### config.mk
export PLATFORM = sky130hd
export DESIGN_NAME = circle_interp_gen_flat
export DESIGN_NICKNAME = d
export VERILOG_FILES = /design/src/rtl/circle_interp_gen_if.sv /design/src/rtl/circle_interp_gen.sv /design/src/flat_wrapper.sv
export SDC_FILE = /design/constraint.sdc
export NUM_CORES = 1
export LEC_CHECK = 0
export CAP_MARGIN = 20
export CORE_UTILIZATION = 61
export CTS_BUF_LIST = sky130_fd_sc_hd__clkbuf_4
export DETAILED_ROUTE_END_ITERATION = 8
export DONT_BUFFER_PORTS = 1
export GPL_ROUTABILITY_DRIVEN = 0
export GPL_TIMING_DRIVEN = 0
export PLACE_DENSITY = 0.79
export SLEW_MARGIN = 20
export SYNTH_ARGS = -nofsm -noshare
export SYNTH_HDL_FRONTEND = slang
export SYNTH_SLANG_ARGS = --single-unit
### constraint.sdc
create_clock -name pulse_clk -period 4.8 [get_ports pulse_clk]
set_clock_uncertainty 0.1 [all_clocks]
set_input_delay 1.44 -clock pulse_clk [delete_from_list [all_inputs] [get_ports pulse_clk]]
set_output_delay 1.44 -clock pulse_clk [all_outputs]
set_load 0.01 [all_outputs]
### src/rtl/circle_interp_gen_if.sv
`default_nettype none
// ============================================================================
//  Module   : circle_interp_gen_if
//  Brief    : Command/step-pulse bundle of the circular interpolator.
//  Revision : 1.0
// ============================================================================
interface circle_interp_gen_if #(
    parameter int COORD_W = 16,
    parameter int DIV_W   = 8
);
    logic                      start;
    logic                      direct;
    logic                      abort;
    logic signed [COORD_W-1:0] Xs;
    logic signed [COORD_W-1:0] Ys;
    logic signed [COORD_W-1:0] Xe;
    logic signed [COORD_W-1:0] Ye;
    logic [DIV_W-1:0]          div;
    logic                      X_acc;
    logic                      X_dec;
    logic                      Y_acc;
    logic                      Y_dec;
    logic                      busy;
    logic                      draw_overH;
    logic [1:0]                done_status;
    logic [COORD_W+2:0]        step_cnt;

    modport master (
        output start, direct, abort, Xs, Ys, Xe, Ye, div,
        input  X_acc, X_dec, Y_acc, Y_dec, busy, draw_overH, done_status, step_cnt
    );
    modport slave (
        input  start, direct, abort, Xs, Ys, Xe, Ye, div,
        output X_acc, X_dec, Y_acc, Y_dec, busy, draw_overH, done_status, step_cnt
    );
endinterface
`default_nettype wire

### src/rtl/circle_interp_gen.sv
`default_nettype none
// ============================================================================
//  Module   : circle_interp_gen
//  Brief    : Midpoint-style circular arc interpolator emitting axis step pulses.
//  Revision : 1.0
// ============================================================================
module circle_interp_gen #(
    parameter int COORD_W = 16,
    parameter int DIV_W   = 8
) (
    input  logic                pulse_clk,
    input  logic                sys_rst_l,
    circle_interp_gen_if.slave  bus
);
    localparam int XW = COORD_W + 1;
    localparam int FW = 2 * COORD_W + 3;
    localparam int CW = COORD_W + 3;

    localparam logic [2:0] c_idle = 3'd0;
    localparam logic [2:0] c_load = 3'd1;
    localparam logic [2:0] c_step = 3'd2;
    localparam logic [2:0] c_gap  = 3'd3;
    localparam logic [2:0] c_done = 3'd4;

    localparam logic [CW-1:0]        c_step_limit = {1'b0, {(CW-1){1'b1}}};
    localparam logic [CW-1:0]        c_cnt_one    = {{(CW-1){1'b0}}, 1'b1};
    localparam logic [DIV_W-1:0]     c_div_one    = {{(DIV_W-1){1'b0}}, 1'b1};
    localparam logic signed [FW-1:0] c_f_one      = {{(FW-1){1'b0}}, 1'b1};

    logic [2:0]              r_state, w_next;
    logic signed [XW-1:0]    r_x, r_y, r_xe, r_ye;
    logic signed [FW-1:0]    r_f;
    logic                    r_dir;
    logic [DIV_W-1:0]        r_div, r_gap;
    logic [CW-1:0]           r_step_cnt;
    logic [1:0]              r_status;
    logic                    r_x_acc, r_x_dec, r_y_acc, r_y_dec;

    logic                    w_last_gap, w_end_hit, w_limit_hit;
    logic                    w_dx_nz, w_dx_neg, w_dy_nz, w_dy_neg;
    logic                    w_x_red, w_take_x, w_take_y, w_s_neg;
    logic signed [XW-1:0]    w_coord, w_delta;
    logic signed [FW-1:0]    w_coord2, w_f_step;

    assign w_last_gap  = (r_gap == '0);
    assign w_end_hit   = (r_x == r_xe) && (r_y == r_ye);
    assign w_limit_hit = (r_step_cnt == c_step_limit);

    // Tangent candidates: CW (sign(y), -sign(x)), CCW (-sign(y), sign(x)).
    assign w_dx_nz  = (r_y != '0);
    assign w_dy_nz  = (r_x != '0);
    assign w_dx_neg = r_dir ? r_y[XW-1] : (!r_y[XW-1] && w_dx_nz);
    assign w_dy_neg = r_dir ? (!r_x[XW-1] && w_dy_nz) : r_x[XW-1];
    assign w_x_red  = (w_dx_neg != r_x[XW-1]);

    // F >= 0 picks the magnitude-reducing move, F < 0 the increasing one.
    assign w_take_x = w_dx_nz && (!w_dy_nz || ((!r_f[FW-1]) == w_x_red));
    assign w_take_y = !w_take_x && w_dy_nz;
    assign w_s_neg  = w_take_x ? w_dx_neg : w_dy_neg;
    assign w_coord  = w_take_x ? r_x : r_y;
    assign w_delta  = {{(XW-1){w_s_neg}}, 1'b1};
    assign w_coord2 = {{(FW-XW-1){w_coord[XW-1]}}, w_coord, 1'b0};
    assign w_f_step = w_s_neg ? (r_f - w_coord2 + c_f_one) : (r_f + w_coord2 + c_f_one);

    always_ff @(posedge pulse_clk or negedge sys_rst_l) begin
        if (!sys_rst_l) r_state <= c_idle;
        else            r_state <= w_next;
    end

    always_comb begin
        w_next = r_state;
        case (r_state)
            c_idle: if (bus.start) w_next = c_load;
            c_load: w_next = bus.abort ? c_done : c_step;
            c_step: w_next = bus.abort ? c_done : c_gap;
            c_gap: begin
                if (bus.abort)
                    w_next = c_done;
                else if (w_last_gap)
                    w_next = (w_end_hit || w_limit_hit) ? c_done : c_step;
            end
            c_done:  w_next = c_idle;
            default: w_next = c_idle;
        endcase
    end

    always_ff @(posedge pulse_clk or negedge sys_rst_l) begin
        if (!sys_rst_l) begin
            r_x        <= '0;
            r_y        <= '0;
            r_xe       <= '0;
            r_ye       <= '0;
            r_f        <= '0;
            r_dir      <= 1'b0;
            r_div      <= '0;
            r_gap      <= '0;
            r_step_cnt <= '0;
            r_status   <= 2'b00;
            r_x_acc    <= 1'b0;
            r_x_dec    <= 1'b0;
            r_y_acc    <= 1'b0;
            r_y_dec    <= 1'b0;
        end else begin
            r_x_acc <= 1'b0;
            r_x_dec <= 1'b0;
            r_y_acc <= 1'b0;
            r_y_dec <= 1'b0;
            case (r_state)
                c_load: begin
                    r_x        <= {bus.Xs[COORD_W-1], bus.Xs};
                    r_y        <= {bus.Ys[COORD_W-1], bus.Ys};
                    r_xe       <= {bus.Xe[COORD_W-1], bus.Xe};
                    r_ye       <= {bus.Ye[COORD_W-1], bus.Ye};
                    r_dir      <= bus.direct;
                    r_div      <= bus.div;
                    r_f        <= '0;
                    r_step_cnt <= '0;
                    r_status   <= bus.abort ? 2'b01 : 2'b00;
                end
                c_step: begin
                    if (bus.abort) begin
                        r_status <= 2'b01;
                    end else begin
                        if (w_take_x) r_x <= r_x + w_delta;
                        if (w_take_y) r_y <= r_y + w_delta;
                        if (w_take_x || w_take_y) r_f <= w_f_step;
                        r_step_cnt <= r_step_cnt + c_cnt_one;
                        r_x_acc    <= w_take_x && !w_s_neg;
                        r_x_dec    <= w_take_x && w_s_neg;
                        r_y_acc    <= w_take_y && !w_s_neg;
                        r_y_dec    <= w_take_y && w_s_neg;
                        r_gap      <= (r_div == '0) ? '0 : (r_div - c_div_one);
                    end
                end
                c_gap: begin
                    if (bus.abort)
                        r_status <= 2'b01;
                    else if (!w_last_gap)
                        r_gap <= r_gap - c_div_one;
                    else if (!w_end_hit && w_limit_hit)
                        r_status <= 2'b10;
                end
                default: ;
            endcase
        end
    end

    assign bus.X_acc       = r_x_acc;
    assign bus.X_dec       = r_x_dec;
    assign bus.Y_acc       = r_y_acc;
    assign bus.Y_dec       = r_y_dec;
    assign bus.busy        = (r_state == c_load) || (r_state == c_step) || (r_state == c_gap);
    assign bus.draw_overH  = (r_state == c_done);
    assign bus.done_status = r_status;
    assign bus.step_cnt    = r_step_cnt;
endmodule
`default_nettype wire

### src/flat_wrapper.sv
// flat-port wrapper written by rule: the top's interface ports become plain ports
module circle_interp_gen_flat 
#(
    parameter int COORD_W = 16,
    parameter int DIV_W   = 8
)
  (pulse_clk, sys_rst_l, bus_start, bus_direct, bus_abort, bus_Xs, bus_Ys, bus_Xe, bus_Ye, bus_div, bus_X_acc, bus_X_dec, bus_Y_acc, bus_Y_dec, bus_busy, bus_draw_overH, bus_done_status, bus_step_cnt);
  circle_interp_gen_if #(.COORD_W(COORD_W), .DIV_W(DIV_W)) bus_i ();
  input  logic pulse_clk;
  input  logic sys_rst_l;
  input wire logic [$bits(bus_i.start)-1:0] bus_start;
  input wire logic [$bits(bus_i.direct)-1:0] bus_direct;
  input wire logic [$bits(bus_i.abort)-1:0] bus_abort;
  input wire logic [$bits(bus_i.Xs)-1:0] bus_Xs;
  input wire logic [$bits(bus_i.Ys)-1:0] bus_Ys;
  input wire logic [$bits(bus_i.Xe)-1:0] bus_Xe;
  input wire logic [$bits(bus_i.Ye)-1:0] bus_Ye;
  input wire logic [$bits(bus_i.div)-1:0] bus_div;
  output wire logic [$bits(bus_i.X_acc)-1:0] bus_X_acc;
  output wire logic [$bits(bus_i.X_dec)-1:0] bus_X_dec;
  output wire logic [$bits(bus_i.Y_acc)-1:0] bus_Y_acc;
  output wire logic [$bits(bus_i.Y_dec)-1:0] bus_Y_dec;
  output wire logic [$bits(bus_i.busy)-1:0] bus_busy;
  output wire logic [$bits(bus_i.draw_overH)-1:0] bus_draw_overH;
  output wire logic [$bits(bus_i.done_status)-1:0] bus_done_status;
  output wire logic [$bits(bus_i.step_cnt)-1:0] bus_step_cnt;
  assign bus_i.start = bus_start;
  assign bus_i.direct = bus_direct;
  assign bus_i.abort = bus_abort;
  assign bus_i.Xs = bus_Xs;
  assign bus_i.Ys = bus_Ys;
  assign bus_i.Xe = bus_Xe;
  assign bus_i.Ye = bus_Ye;
  assign bus_i.div = bus_div;
  assign bus_X_acc = bus_i.X_acc;
  assign bus_X_dec = bus_i.X_dec;
  assign bus_Y_acc = bus_i.Y_acc;
  assign bus_Y_dec = bus_i.Y_dec;
  assign bus_busy = bus_i.busy;
  assign bus_draw_overH = bus_i.draw_overH;
  assign bus_done_status = bus_i.done_status;
  assign bus_step_cnt = bus_i.step_cnt;
  circle_interp_gen #(.COORD_W(COORD_W), .DIV_W(DIV_W)) u_core (.pulse_clk(pulse_clk), .sys_rst_l(sys_rst_l), .bus(bus_i));
endmodule
Yosys cells after proc, flatten, opt, wreduce, memory -nomap -nowiden --
Cells that the tools add are included.
Word-level totals: memory bits (writable) 0, latch bits 0, memories kept 0, bits in read-only memories 0, output and inout port bits 27, bits in registers 146
Cells by class: order comparisons 0, multipliers 0, div/mod/pow operators 0, mux-type cells 42, reductions and logical operators 37, $add $sub $neg 9, eq/ne operators 19, bitwise logic cells 0, shifts and indexed selects 0
Operators by type and width (count):
- $mux W35 | 3
- $mux W17 | 5
- $add A35 B2 Y35 const B | 2
- $pmux W35 S2 | 1
- $pmux W17 S2 | 2
- $pmux W19 S2 | 1
- $add A35 B18 Y35 | 1
- $sub A35 B18 Y35 | 1
- $add A17 B2 Y17 | 2
- $eq A17 B16 Y1 | 2
- $reduce_bool A17 Y1 | 2
- $mux W8 | 4
- $add A19 B1 Y19 const B | 1
- $eq A19 B18 Y1 const B | 1
- $mux W19 | 1
- $mux W3 | 6
- $logic_not A8 Y1 | 2
- $pmux W8 S2 | 1
- $sub A8 B1 Y8 const B | 2
- $mux W1 | 12
- $pmux W3 S4 | 1
- $logic_and A1 B1 Y1 | 10
- $ne A2 B2 Y1 const B | 5
- $reduce_and A3 Y1 | 3
- 16 further kinds | 36

Longest topological paths before layout --
depth in word-level cells 14, gate-level depth with buffers 22, gate-level depth less buffers 20

Worst setup path after synthesis --
OpenSTA, ideal clock, no wires.
path kind register -> register, start reg u_core.r_y[0], end reg u_core.r_f[34], arrival 5.089 ns, path slack -0.517 ns, clock period less this slack 5.317 ns, required time 4.572 ns, cell stages (with the launch flop) 22, cell sequence dfrtp_1 > nor4_1 > nand4_1 > nor4_2 > a211o_4 > buf_2 > buf_1 > mux2_2 > ha_1 > clkbuf_1 > inv_1 > ha_1 > and3_1 > nand4_1 > nor4b_1 > nor3_1 > nand4b_1 > o211ai_1 > o31ai_1 > nor4_1 > or4_1 > a2bb2oi_1
Between the ends: cells in the longest elaborated chain, start to end 14
Ends and longest elaborated chain:
- start: declaration | line circle_interp_gen.sv:31 | logic signed [XW-1:0] r_x, r_y, r_xe, r_ye;
- start signal: assignment | line circle_interp_gen.sv:111 | r_y <= {bus.Ys[COORD_W-1], bus.Ys};
- start signal: assignment | line circle_interp_gen.sv:125 | if (w_take_y) r_y <= r_y + w_delta;
- $reduce_bool A17 Y1 | line circle_interp_gen.sv:50 | assign w_dx_nz = (r_y != '0);
- $logic_and A1 B1 Y1 | line circle_interp_gen.sv:52 | assign w_dx_neg = r_dir ? r_y[XW-1] : (!r_y[XW-1] && w_dx_nz);
- $mux W1 | line circle_interp_gen.sv:52
- $ne A1 B1 Y1 | line circle_interp_gen.sv:54 | assign w_x_red = (w_dx_neg != r_x[XW-1]);
- $eq A1 B1 Y1 | line circle_interp_gen.sv:57 | assign w_take_x = w_dx_nz && (!w_dy_nz || ((!r_f[FW-1]) == w_x_red));
- $logic_or A1 B1 Y1 | line circle_interp_gen.sv:57
- $logic_and A1 B1 Y1 | line circle_interp_gen.sv:57
- $mux W17 | line circle_interp_gen.sv:60 | assign w_coord = w_take_x ? r_x : r_y;
- $add A35 B18 Y35 / $sub A35 B18 Y35 (equally long branches) | line circle_interp_gen.sv:63 | assign w_f_step = w_s_neg ? (r_f - w_coord2 + c_f_one) : (r_f + w_coord2 + c_f_one);
- $add A35 B2 Y35 | line circle_interp_gen.sv:63
- $mux W35 | line circle_interp_gen.sv:63
- $mux W35 | line circle_interp_gen.sv:126 | if (w_take_x || w_take_y) r_f <= w_f_step;
- $mux W35 | line circle_interp_gen.sv:121 | if (bus.abort) begin
- $pmux W35 S2 | line circle_interp_gen.sv:108 | case (r_state)
- end signal: assignment | line circle_interp_gen.sv:126
- end: declaration | line circle_interp_gen.sv:32 | logic signed [FW-1:0] r_f;
Several ways; a longest one is shown, not always the timed one. The select of a mux whose other input is x is not followed. A chain may end at the register's enable or synchronous reset.

Worst setup path in the final report --
start reg u_core.r_x[4], end reg u_core.r_f[34]
Between the ends: cells in the longest elaborated chain, start to end 11
Ends and longest elaborated chain:
- start: declaration | line circle_interp_gen.sv:31
- start signal: assignment | line circle_interp_gen.sv:110 | r_x <= {bus.Xs[COORD_W-1], bus.Xs};
- start signal: assignment | line circle_interp_gen.sv:124 | if (w_take_x) r_x <= r_x + w_delta;
- $reduce_bool A17 Y1 | line circle_interp_gen.sv:51 | assign w_dy_nz = (r_x != '0);
- $logic_not A1 Y1 | line circle_interp_gen.sv:57
- $logic_or A1 B1 Y1 | line circle_interp_gen.sv:57
- $logic_and A1 B1 Y1 | line circle_interp_gen.sv:57
- $mux W17 | line circle_interp_gen.sv:60
- $add A35 B18 Y35 / $sub A35 B18 Y35 (equally long branches) | line circle_interp_gen.sv:63
- $add A35 B2 Y35 | line circle_interp_gen.sv:63
- $mux W35 | line circle_interp_gen.sv:63
- $mux W35 | line circle_interp_gen.sv:126
- $mux W35 | line circle_interp_gen.sv:121
- $pmux W35 S2 | line circle_interp_gen.sv:108
Several ways; a longest one is shown, not always the timed one. The select of a mux whose other input is x is not followed.

==> impl_metrics.env <==
export IMPL_grt_max_degree=147
export IMPL_yosysSeqAreaShare=0.2960
export IMPL_drive_gt1_frac=0.2756
export IMPL_setup_ws_ns=-0.5332
export IMPL_post_dp_cell_area_sq_um=12830
export IMPL_ios=104
export IMPL_critPathArrivalTime_ns=5.72
export IMPL_syn_avg_cell_area_sq_um=8.679
export IMPL_slew_viol_final=0
export IMPL_crit_type="register to register"
export IMPL_multi_input_area_sq_um=9514
export IMPL_synthTopCellsByArea="dfrtp_1 30%, ha_1 13%, xnor2_1 6.0%, mux2_2 5.6%, a21oi_1 4.8%"
export IMPL_coreArea_sq_um=19650
export IMPL_start_util=0.6280
export IMPL_slew_limit_headroom=0.3677
export IMPL_ys_flop_type="dfrtp_1"
export IMPL_clkSinkCount=146
export IMPL_track_usage=0.3654
export IMPL_grt_pass1_vias=11460
export IMPL_avgViaCountPerCell=6.699
export IMPL_clock_latency_ns=0.62
export IMPL_vias=12310
export IMPL_routed_wl_um=41170
export IMPL_required_ns=5.19
export IMPL_numPortBuffers=0
export IMPL_syn_nets=1636
export IMPL_syn_inst=1422
export IMPL_areaGrowthSynthToFinish_pct=25.43
export IMPL_fill_cells=1152
export IMPL_period_share=1.111
export IMPL_gr_total_overflow=0
export IMPL_cts_max_level=4
export IMPL_finalCriticalPeriod_ns=5.333
export IMPL_root_buffer="clkbuf_4"
export IMPL_wl_per_cell_um=22.40
export IMPL_drt_iter0_markers=1249
export IMPL_place_hpwl_um=24750
export IMPL_cts_path_max_buffers=2
export IMPL_yosysTopAreaCell="dfrtp_1"
export IMPL_cts_buffers=17
export IMPL_whs_ns=0.3861
export IMPL_ys_top_cells_by_count="146 x dfrtp_1, 133 x ha_1, 122 x nand2_1"
export IMPL_die_area_sq_um=20810
export IMPL_yosysUniqueCellTypes=72
export IMPL_syn_area_sq_um=12340
export IMPL_drc_errors=0
export IMPL_setup_violations=19
export IMPL_status="finished, violations left"
export IMPL_synth_edff_count=0
export IMPL_tightest_slew_ns=0.9404
export IMPL_detail_route_first_pass_iterations=7
export IMPL_postRouteAntennaNets=0
export IMPL_cts_tree="yes"
export IMPL_async_reset_ff_frac=1.000
export IMPL_crit_path_max_fanout=6
export IMPL_die_x_um=144.2
export IMPL_hp_class="primary input to asynchronous set/reset pin"
export IMPL_die_y_um=144.2
export IMPL_core_rowCount=51
export IMPL_yosys_warnings=0
export IMPL_clk_pin_slew_worst_paths_ns=0.18
export IMPL_nets=1772
export IMPL_hold_violations=0
export IMPL_yosys_cell_count_top_type="dfrtp_1"
export IMPL_antenna_found_initial=2
export IMPL_fin_area_sq_um=15480
export IMPL_violations="negative setup slack"
export IMPL_startpoint_type="register"
export IMPL_fmax_mhz=187.5
export IMPL_ys_seq_elements=146
export IMPL_maxCapViolCount=0
export IMPL_synth_top_area_frac=0.2960
export IMPL_grt_pass1_wl_um=58480
export IMPL_seq_area_sq_um=3677
export IMPL_rsz0062_at_grt="true"
export IMPL_cp_end_kind="register"
sequential cells by signal (all words and copies together), names as in the netlist, 2 cells and up:
name	count
u_core.r_f	35
u_core.bus.step_cnt	19
u_core.r_x	17
u_core.r_y	17
u_core.r_xe	16
u_core.r_ye	16
u_core.r_div	8
u_core.r_gap	8
u_core.r_state	3
u_core.bus.done_status	2
layer usage:
layer / track usage / part of all wire / vias up
li1: - / - / 5404
met4: 0.1817 / 0.060 / 0
met2: 0.6199 / 0.47 / 821
met3: 0.06656 / 0.097 / 215
met5: 0 / 0 / -
met1: 0.4449 / 0.37 / 5872
layout make-up:
cell class	instances	area share
Multi-Input combinational cell	1159	0.6146
Tap cell	265	0.02142
Clock inverter	15	0.01156
Buffer	39	0.01794
Inverter	73	0.01908
Timing Repair Buffer	122	0.06927
Sequential cell	146	0.2376
Clock buffer	17	0.008244
Antenna cell	2	0.0003233
logic make-up after synthesis:
family / after synthesis / share of synthesized area
adders and majority gates: 137 / 0.1413
buffers and inverters: 117 / 0.03781
DFF: 146 / 0.2960
xor gates and xnor gates: 137 / 0.09722
muxes: 72 / 0.06661
AOI/OAI and AO/OA: 396 / 0.1979
and+or+nand+nor: 417 / 0.1631
per-stage QoR:
stage | instances | setup TNS [ns] | setup slack, ns | util
after CTS | 1794 | -1.770 | -0.3724 | 0.7419
final | 1838 | -4.077 | -0.5332 | 0.7876
after detailed placement | 1687 | -35.72 | -1.783 | 0.6527
after floorplan | 1422 | -1.060 | -0.4004 | -
after global routing | 1838 | -7.148 | -0.6380 | 0.7876
after global placement | 1687 | -32.78 | -1.748 | 0.6527
timing repair:
action / 4_1_cts / 5_1_grt
setup buffers: 77 / 48
gates resized for setup: 170 / 136
pin swaps: 68 / 91
endpoints found under the hold margin: 0 / 0
hold buffers: 0 / 0
gates cloned: 3 / 3
endpoints found under the setup margin: 49 / 60
final timing paths:
check / start / to / slack, ns / depth (start not counted)
hold reg to reg: u_core.r_gap[6] / u_core.r_gap[6] / 0.43 / 1
setup / recovery: u_core.r_x[4] / u_core.r_f[34] / -0.53 / 21
setup reg to reg: u_core.r_x[4] / u_core.r_f[34] / -0.53 / 21
hold / removal: sys_rst_l / u_core.r_y[2] / 0.39 / 0
min in group pulse_clk: u_core.r_gap[6] / u_core.r_gap[6] / 0.43 / 1
max in group asynchronous: sys_rst_l / u_core.r_f[29] / 4.04 / 0
layout by cell type (no fill, tap or decap), types with 19 or more instances in the layout:
| cell type | n |
|---|---|
| xnor2_1 | 83 |
| a21o_1 | 29 |
| o21ai_0 | 89 |
| inv_1 | 58 |
| nor2_1 | 109 |
| a21oi_2 | 22 |
| a21oi_1 | 95 |
| mux2_2 | 51 |
| ha_4 | 46 |
| xor2_1 | 51 |
| o21ai_1 | 24 |
| dfrtp_1 | 127 |
| ha_1 | 83 |
| nor3_1 | 29 |
| dfrtp_2 | 19 |
| buf_4 | 108 |
| nand2_1 | 119 |
critical path: stages, from the launching register on:
cell and delay [ns]:
dfrtp_2 0.48, nor4_4 0.31, nand4_1 0.22, nor2b_4 0.19, a211o_4 0.36, buf_8 0.16, buf_12 0.14, mux2_4 0.33
ha_4 0.28, inv_1 0.06, ha_4 0.28, buf_6 0.11, and3_4 0.18, nand4_1 0.20, nor4b_4 0.37, nor3_4 0.10
nand4b_1 0.11, o211ai_1 0.20, o31ai_4 0.34, nor4_2 0.07, or4_4 0.49, a2bb2oi_2 0.14
Power is left out: the tool's default activity adds up to more than one toggle a clock period on the data nets, which glitch-free logic cannot reach.
==> patch 1: new RTL, config.mk and constraints unchanged <==
`DIV_W` is set to 8 in 3 places; all go to 7.
--- a/src/rtl/circle_interp_gen_if.sv
+++ b/src/rtl/circle_interp_gen_if.sv
@@ -6,7 +6,7 @@
 // ============================================================================
 interface circle_interp_gen_if #(
     parameter int COORD_W = 16,
-    parameter int DIV_W   = 8
+    parameter int DIV_W   = 7
 );
     logic                      start;
     logic                      direct;
--- a/src/rtl/circle_interp_gen.sv
+++ b/src/rtl/circle_interp_gen.sv
@@ -6,7 +6,7 @@
 // ============================================================================
 module circle_interp_gen #(
     parameter int COORD_W = 16,
-    parameter int DIV_W   = 8
+    parameter int DIV_W   = 7
 ) (
     input  logic                pulse_clk,
     input  logic                sys_rst_l,
--- a/src/flat_wrapper.sv
+++ b/src/flat_wrapper.sv
@@ -2,7 +2,7 @@
 module circle_interp_gen_flat 
 #(
     parameter int COORD_W = 16,
-    parameter int DIV_W   = 8
+    parameter int DIV_W   = 7
 )
   (pulse_clk, sys_rst_l, bus_start, bus_direct, bus_abort, bus_Xs, bus_Ys, bus_Xe, bus_Ye, bus_div, bus_X_acc, bus_X_dec, bus_Y_acc, bus_Y_dec, bus_busy, bus_draw_overH, bus_done_status, bus_step_cnt);
   circle_interp_gen_if #(.COORD_W(COORD_W), .DIV_W(DIV_W)) bus_i ();
Ports: changed (resized bus_div); port bits go from 104 to 103. No check against the original RTL was run, so the function may have changed too.
==> patch 1 against the unedited design <==
The run still ends with setup timing left. Count of clock-buffer cells in the layout did not move. Die area decreased by 1.0%. Sequential share of layout area is 1.8 points higher. Critical path type unchanged. Final area is 8.5% lower. Sequential cell count is 2 lower. Wire length is 12% lower. Non-clock buffer count down 68. Worst setup slack got worse by 110 ps. Fmax shrank 2.0%. Synthesized area down 1.0%.
Power is left out: the tool's default activity adds up to more than one toggle a clock period on the data nets, which glitch-free logic cannot reach.
==> patch 1: results (changes against the unedited design) <==
GR Util All Layers=35.2% (was 36.5%); Yosys cell types=76 (was 72); Hold Path Class=in -> async (unchanged); worst-path fanout max=6 (unchanged); synth top area cells=dfrtp_1 29%, ha_1 14%, nand2_1 7.5% (was dfrtp_1 30%, ha_1 13%, xnor2_1 6.0%); vias in the first global route=10977 (was 11462); CP max stage cell=dfrtp_2 (was or4_4); Synth Instances=1506 (was 1422); H-tree depth=4 (unchanged); pre-CTS setup slack=-1910 ps (was -1780 ps); violated checks=setup timing (unchanged); CP top delay family=simple AND/OR/NAND/NOR gates (unchanged); dpl cells=1771 (was 1687); initial DRC count=1039 (was 1249); placement-stage cell area=12700 um2 (was 12800 um2); CTS Buffer Depth=2 (unchanged); Detailed Place HPWL=25100 um (was 24700 um); Initial DRT Pass Iterations=9 (was 7); first-pass GRT wire length=56200 um (was 58500 um); max-slew violation count=0 (unchanged); Final Setup Violations=20 (was 19); Rel. slew slack=38.7% (was 36.8%); WP data arrival=5870 ps (was 5720 ps); fillers=1459 (was 1152); Post-Syn Nets=1719 (was 1636); largest net degree at the start of global routing=145 (was 147); final std cells w/o fill=1850 (was 1838); IO buf count=0 (unchanged); final wirelength=36400 um (was 41200 um); Clock Latency Late Sink=610 ps; Final WS setup=-644 ps (was -533 ps); Root Driver=clkbuf_4 (unchanged); Post-Route Setup TNS=-4720 ps (was -4080 ps); TritonCTS Buffers=17 (unchanged); vias=11687 (was 12312); yosys warns=0 (unchanged); layout cells sized above 1=15.3% (was 27.6%); Clk pin slew, worst setup/hold paths=160 ps (was 180 ps); Biggest register=u_core.r_f (unchanged); fraction of registers with async set/reset=100% (unchanged); run status=complete, but fails checks (unchanged); most common library cells after synthesis=243 x nand2_1, 144 x dfrtp_1, 135 x nor2_1 (was 146 x dfrtp_1, 133 x ha_1, 122 x nand2_1); worst stage delay on the critical path=510 ps (was 490 ps); Synth Flop Type=dfrtp_1 (unchanged); register area share after synthesis=29.5% (was 29.6%)
==> patch 1: cell types whose count changed after synthesis, sizes merged, moves of 10 or more <==
cell,delta
a31oi,+12
buf,-14
clkbuf,+16
mux2,-44
nand2,+121
nor2,+20
o21ai,-29
xnor2,-10
==> patch 1: routing by layer <==
| metal | wire length (um) | track usage [%] | vias to the layer above |
|---|---|---|---|
| met5 | 0 | 0 | - |
| met3 | 2850 | 6.23 | 122 |
| li1 | - | - | 5443 |
| met2 | 17100 | 58.6 | 535 |
| met4 | 1410 | 15.6 | 0 |
| met1 | 15100 | 44.5 | 5587 |
==> patch 1: worst paths after layout <==
path | startpoint | endpoint | slack [ps] | cells after the start
max | u_core.r_x[3] | u_core.r_f[31] | -640 | 19
min | sys_rst_l | u_core.r_x[2] | 410 | 0
max reg2reg | u_core.r_x[3] | u_core.r_f[31] | -640 | 19
min reg2reg | u_core.r_ye[0] | u_core.r_ye[0] | 420 | 2
max in group asynchronous | sys_rst_l | u_core.r_dir | 3910 | 0
min in group pulse_clk | u_core.r_ye[0] | u_core.r_ye[0] | 420 | 2
==> patch 1: cell families (layout without fill, tap and decap cells) <==
kind of cell / after synthesis / after routing / synth area share [%]
AND/OR/NAND/NOR: 551 / 551 / 20.2
AO/OA/AOI/OAI: 396 / 396 / 20.5
flip-flops: 144 / 144 / 29.5
adder cells (fa/ha/maj): 137 / 137 / 14.3
XOR/XNOR: 132 / 132 / 9.46
buffers and inverters: 123 / 201 / 4.00
multiplexers: 23 / 23 / 2.06
other: 0 / 1 / 0
==> patch 1: final cells by class <==
| class | instances | area (um2) | share of cell area, % |
|---|---|---|---|
| Antenna cell | 1 | 2.50 | 0.0177 |
| Buffer | 43 | 241 | 1.70 |
| Clock buffer | 17 | 128 | 0.901 |
| Clock inverter | 15 | 160 | 1.13 |
| Inverter | 76 | 304 | 2.15 |
| Multi-Input combinational cell | 1239 | 8940 | 63.1 |
| Sequential cell | 144 | 3620 | 25.6 |
| Tap cell | 265 | 332 | 2.34 |
| Timing Repair Buffer | 50 | 435 | 3.07 |
==> patch 1: worst reg2reg max path, delay by kind of cell (launching register included) <==
| kind | cells | cell delay [ps] |
|---|---|---|
| flops | 1 | 510 |
| simple gates | 5 | 1840 |
| compound gates | 8 | 1660 |
| fa+ha+maj | 2 | 530 |
| mux | 1 | 340 |
| buf+inv | 3 | 380 |
==> patch 1: repair_timing <==
item                                    4_1_cts  5_1_grt
gates cloned                                  3        1
pin swaps                                    44       31
setup buffers                                38       11
endpoints found under the setup margin       46       35
resized for setup                           106       39
==> patch 2: new RTL, config.mk and constraints unchanged <==
Made on the original files. Reset style: synchronous (`sys_rst_l`), changed in 2 clocked blocks.
--- a/src/rtl/circle_interp_gen.sv
+++ b/src/rtl/circle_interp_gen.sv
@@ -62,7 +62,7 @@
     assign w_coord2 = {{(FW-XW-1){w_coord[XW-1]}}, w_coord, 1'b0};
     assign w_f_step = w_s_neg ? (r_f - w_coord2 + c_f_one) : (r_f + w_coord2 + c_f_one);
 
-    always_ff @(posedge pulse_clk or negedge sys_rst_l) begin
+    always_ff @(posedge pulse_clk) begin
         if (!sys_rst_l) r_state <= c_idle;
         else            r_state <= w_next;
     end
@@ -84,7 +84,7 @@
         endcase
     end
 
-    always_ff @(posedge pulse_clk or negedge sys_rst_l) begin
+    always_ff @(posedge pulse_clk) begin
         if (!sys_rst_l) begin
             r_x        <= '0;
             r_y        <= '0;
Formal check against the unedited RTL: differs if sys_rst_l is asserted again (counterexample within 4 cycles, from zero or initial values and one cycle with sys_rst_l low); with sys_rst_l held inactive, the same outputs for 4 cycles.
==> patch 2 against the unedited design <==
The run still ends with setup timing left. Wire length is 0.72% lower. Die area is 0.48% higher. Final cell count is 8.8% higher. Global-route usage is 1.8 points higher. Synthesized area is 0.49% higher. Worst setup slack better by 220 ps. Sequential cell count stayed put. Count of clock-buffer cells in the layout stayed put. Final area is 5.9% lower. Critical endpoint is now u_core.r_f[29].
Power is left out: it rests on default switching activity, and per cell area and clock period it moved more than threefold.
==> patch 2: results (changes against the unedited design) <==
run status=complete, but fails checks (unchanged); violated checks=setup timing (unchanged); register area share after synthesis=23.6% (was 29.6%); first-pass GRT wire length=61400 um (was 58500 um); vias in the first global route=11836 (was 11462); Biggest register=u_core.r_f (unchanged); vias=13104 (was 12312); fraction of registers with async set/reset=0% (was 100%); fillers=1541 (was 1152); GR Util All Layers=38.3% (was 36.5%); metal2 WL=18200 um (was 19400 um); Final Setup Violations=19 (unchanged); placement-stage cell area=12800 um2 (about the same); met3 WL post-DR=4440 um (was 3990 um); Final WS setup=-315 ps (was -533 ps); pre-CTS setup slack=-1290 ps (was -1780 ps); Critical Path End=u_core.r_f[29] (was u_core.r_f[34]); worst-path fanout max=6 (unchanged); actual slew at the worst max-slew pin=1030 ps (was 940 ps); Clk pin slew, worst setup/hold paths=about 170 ps; RR Endpoint=u_core.r_f[29] (was u_core.r_f[34]); post-synthesis compound-gate area fraction=24.9% (was 19.8%); Initial DRT Pass Iterations=9 (was 7); GRT met3 Usage=8.05% (was 6.66%); initial DRC count=1285 (was 1249); final wirelength=40900 um (was 41200 um); CP max stage cell=o41a_1 (was or4_4); yosys warns=0 (unchanged); Clock Latency Late Sink=620 ps (about the same); Worst R2R Start=u_core.r_x[1] (was u_core.r_x[4]); most common library cells after synthesis=202 x nand2_1, 180 x a21oi_1, 152 x nor2_1 (was 146 x dfrtp_1, 133 x ha_1, 122 x nand2_1); largest net degree at the start of global routing=21 (was 147); IO buf count=0 (unchanged); post-synthesis xor/xnor area fraction=8.26% (was 9.72%); post-synthesis adder-cell area fraction=14.1% (about the same); Root Driver=clkbuf_4 (unchanged); highest metal used=met4 (unchanged); CP top delay family=compound AO/OA/AOI/OAI gates (was simple AND/OR/NAND/NOR gates); WP data arrival=5490 ps (was 5720 ps); Post CTS Setup Buffer Count=34 (was 77); post-synthesis mux area share=2.89% (was 6.66%); Global Route met1 Usage=48.9% (was 44.5%); Yosys cell types=74 (was 72); initial antenna violation count=1 (was 2); WL met1=16200 um (was 15300 um); CTS resizes=120 (was 170); worst stage delay on the critical path=450 ps (was 490 ps); layout cells sized above 1=14.9% (was 27.6%); syn_area_per_cell=7.56 um2 (was 8.68 um2); met2 usage=60.5% (was 62.0%); final std cells w/o fill=2000 (was 1838); Hold Path Class=reg -> reg (was in -> async); Detailed Place HPWL=28000 um (was 24700 um); cells on worst reg2reg path=20 (was 21); Post-Route Setup TNS=-3600 ps (was -4080 ps); Synth Flop Type=dfxtp_1 (was dfrtp_1); synth top area cells=dfxtp_1 24%, ha_1 13%, a21oi_1 7.3% (was dfrtp_1 30%, ha_1 13%, xnor2_1 6.0%); dpl cells=1905 (was 1687)
## patch 2: changes by cell type after synthesis, sizes merged, moves of 38 or more
cell	change
a21oi	+60
dfrtp	-146
dfxtp	+146
mux2	-43
nand2	+81
nor2	+38
## patch 2: worst min path at each step
stage                          from              end  slack (ps)
finish               u_core.r_xe[9]   u_core.r_xe[9]         380
CTS                 u_core.r_ye[11]  u_core.r_ye[11]         380
detailed placement   u_core.r_xe[9]   u_core.r_xe[9]         360
global route        u_core.r_ye[11]  u_core.r_ye[11]         400
floorplan           u_core.r_ye[15]  u_core.r_ye[15]         340
global placement    u_core.r_ye[14]  u_core.r_ye[14]         360
## patch 2: area by class of cell
class	count	area, um2	share of cell area, %
multi-input cells	1347	9730	66.8
flip-flops and latches	146	2960	20.3
repair buffers	65	613	4.21
well taps	265	332	2.28
plain buffers	66	325	2.23
inverters	78	308	2.11
clock inverters	15	170	1.17
clock buffers	17	128	0.876
diodes	1	2.50	0.0172
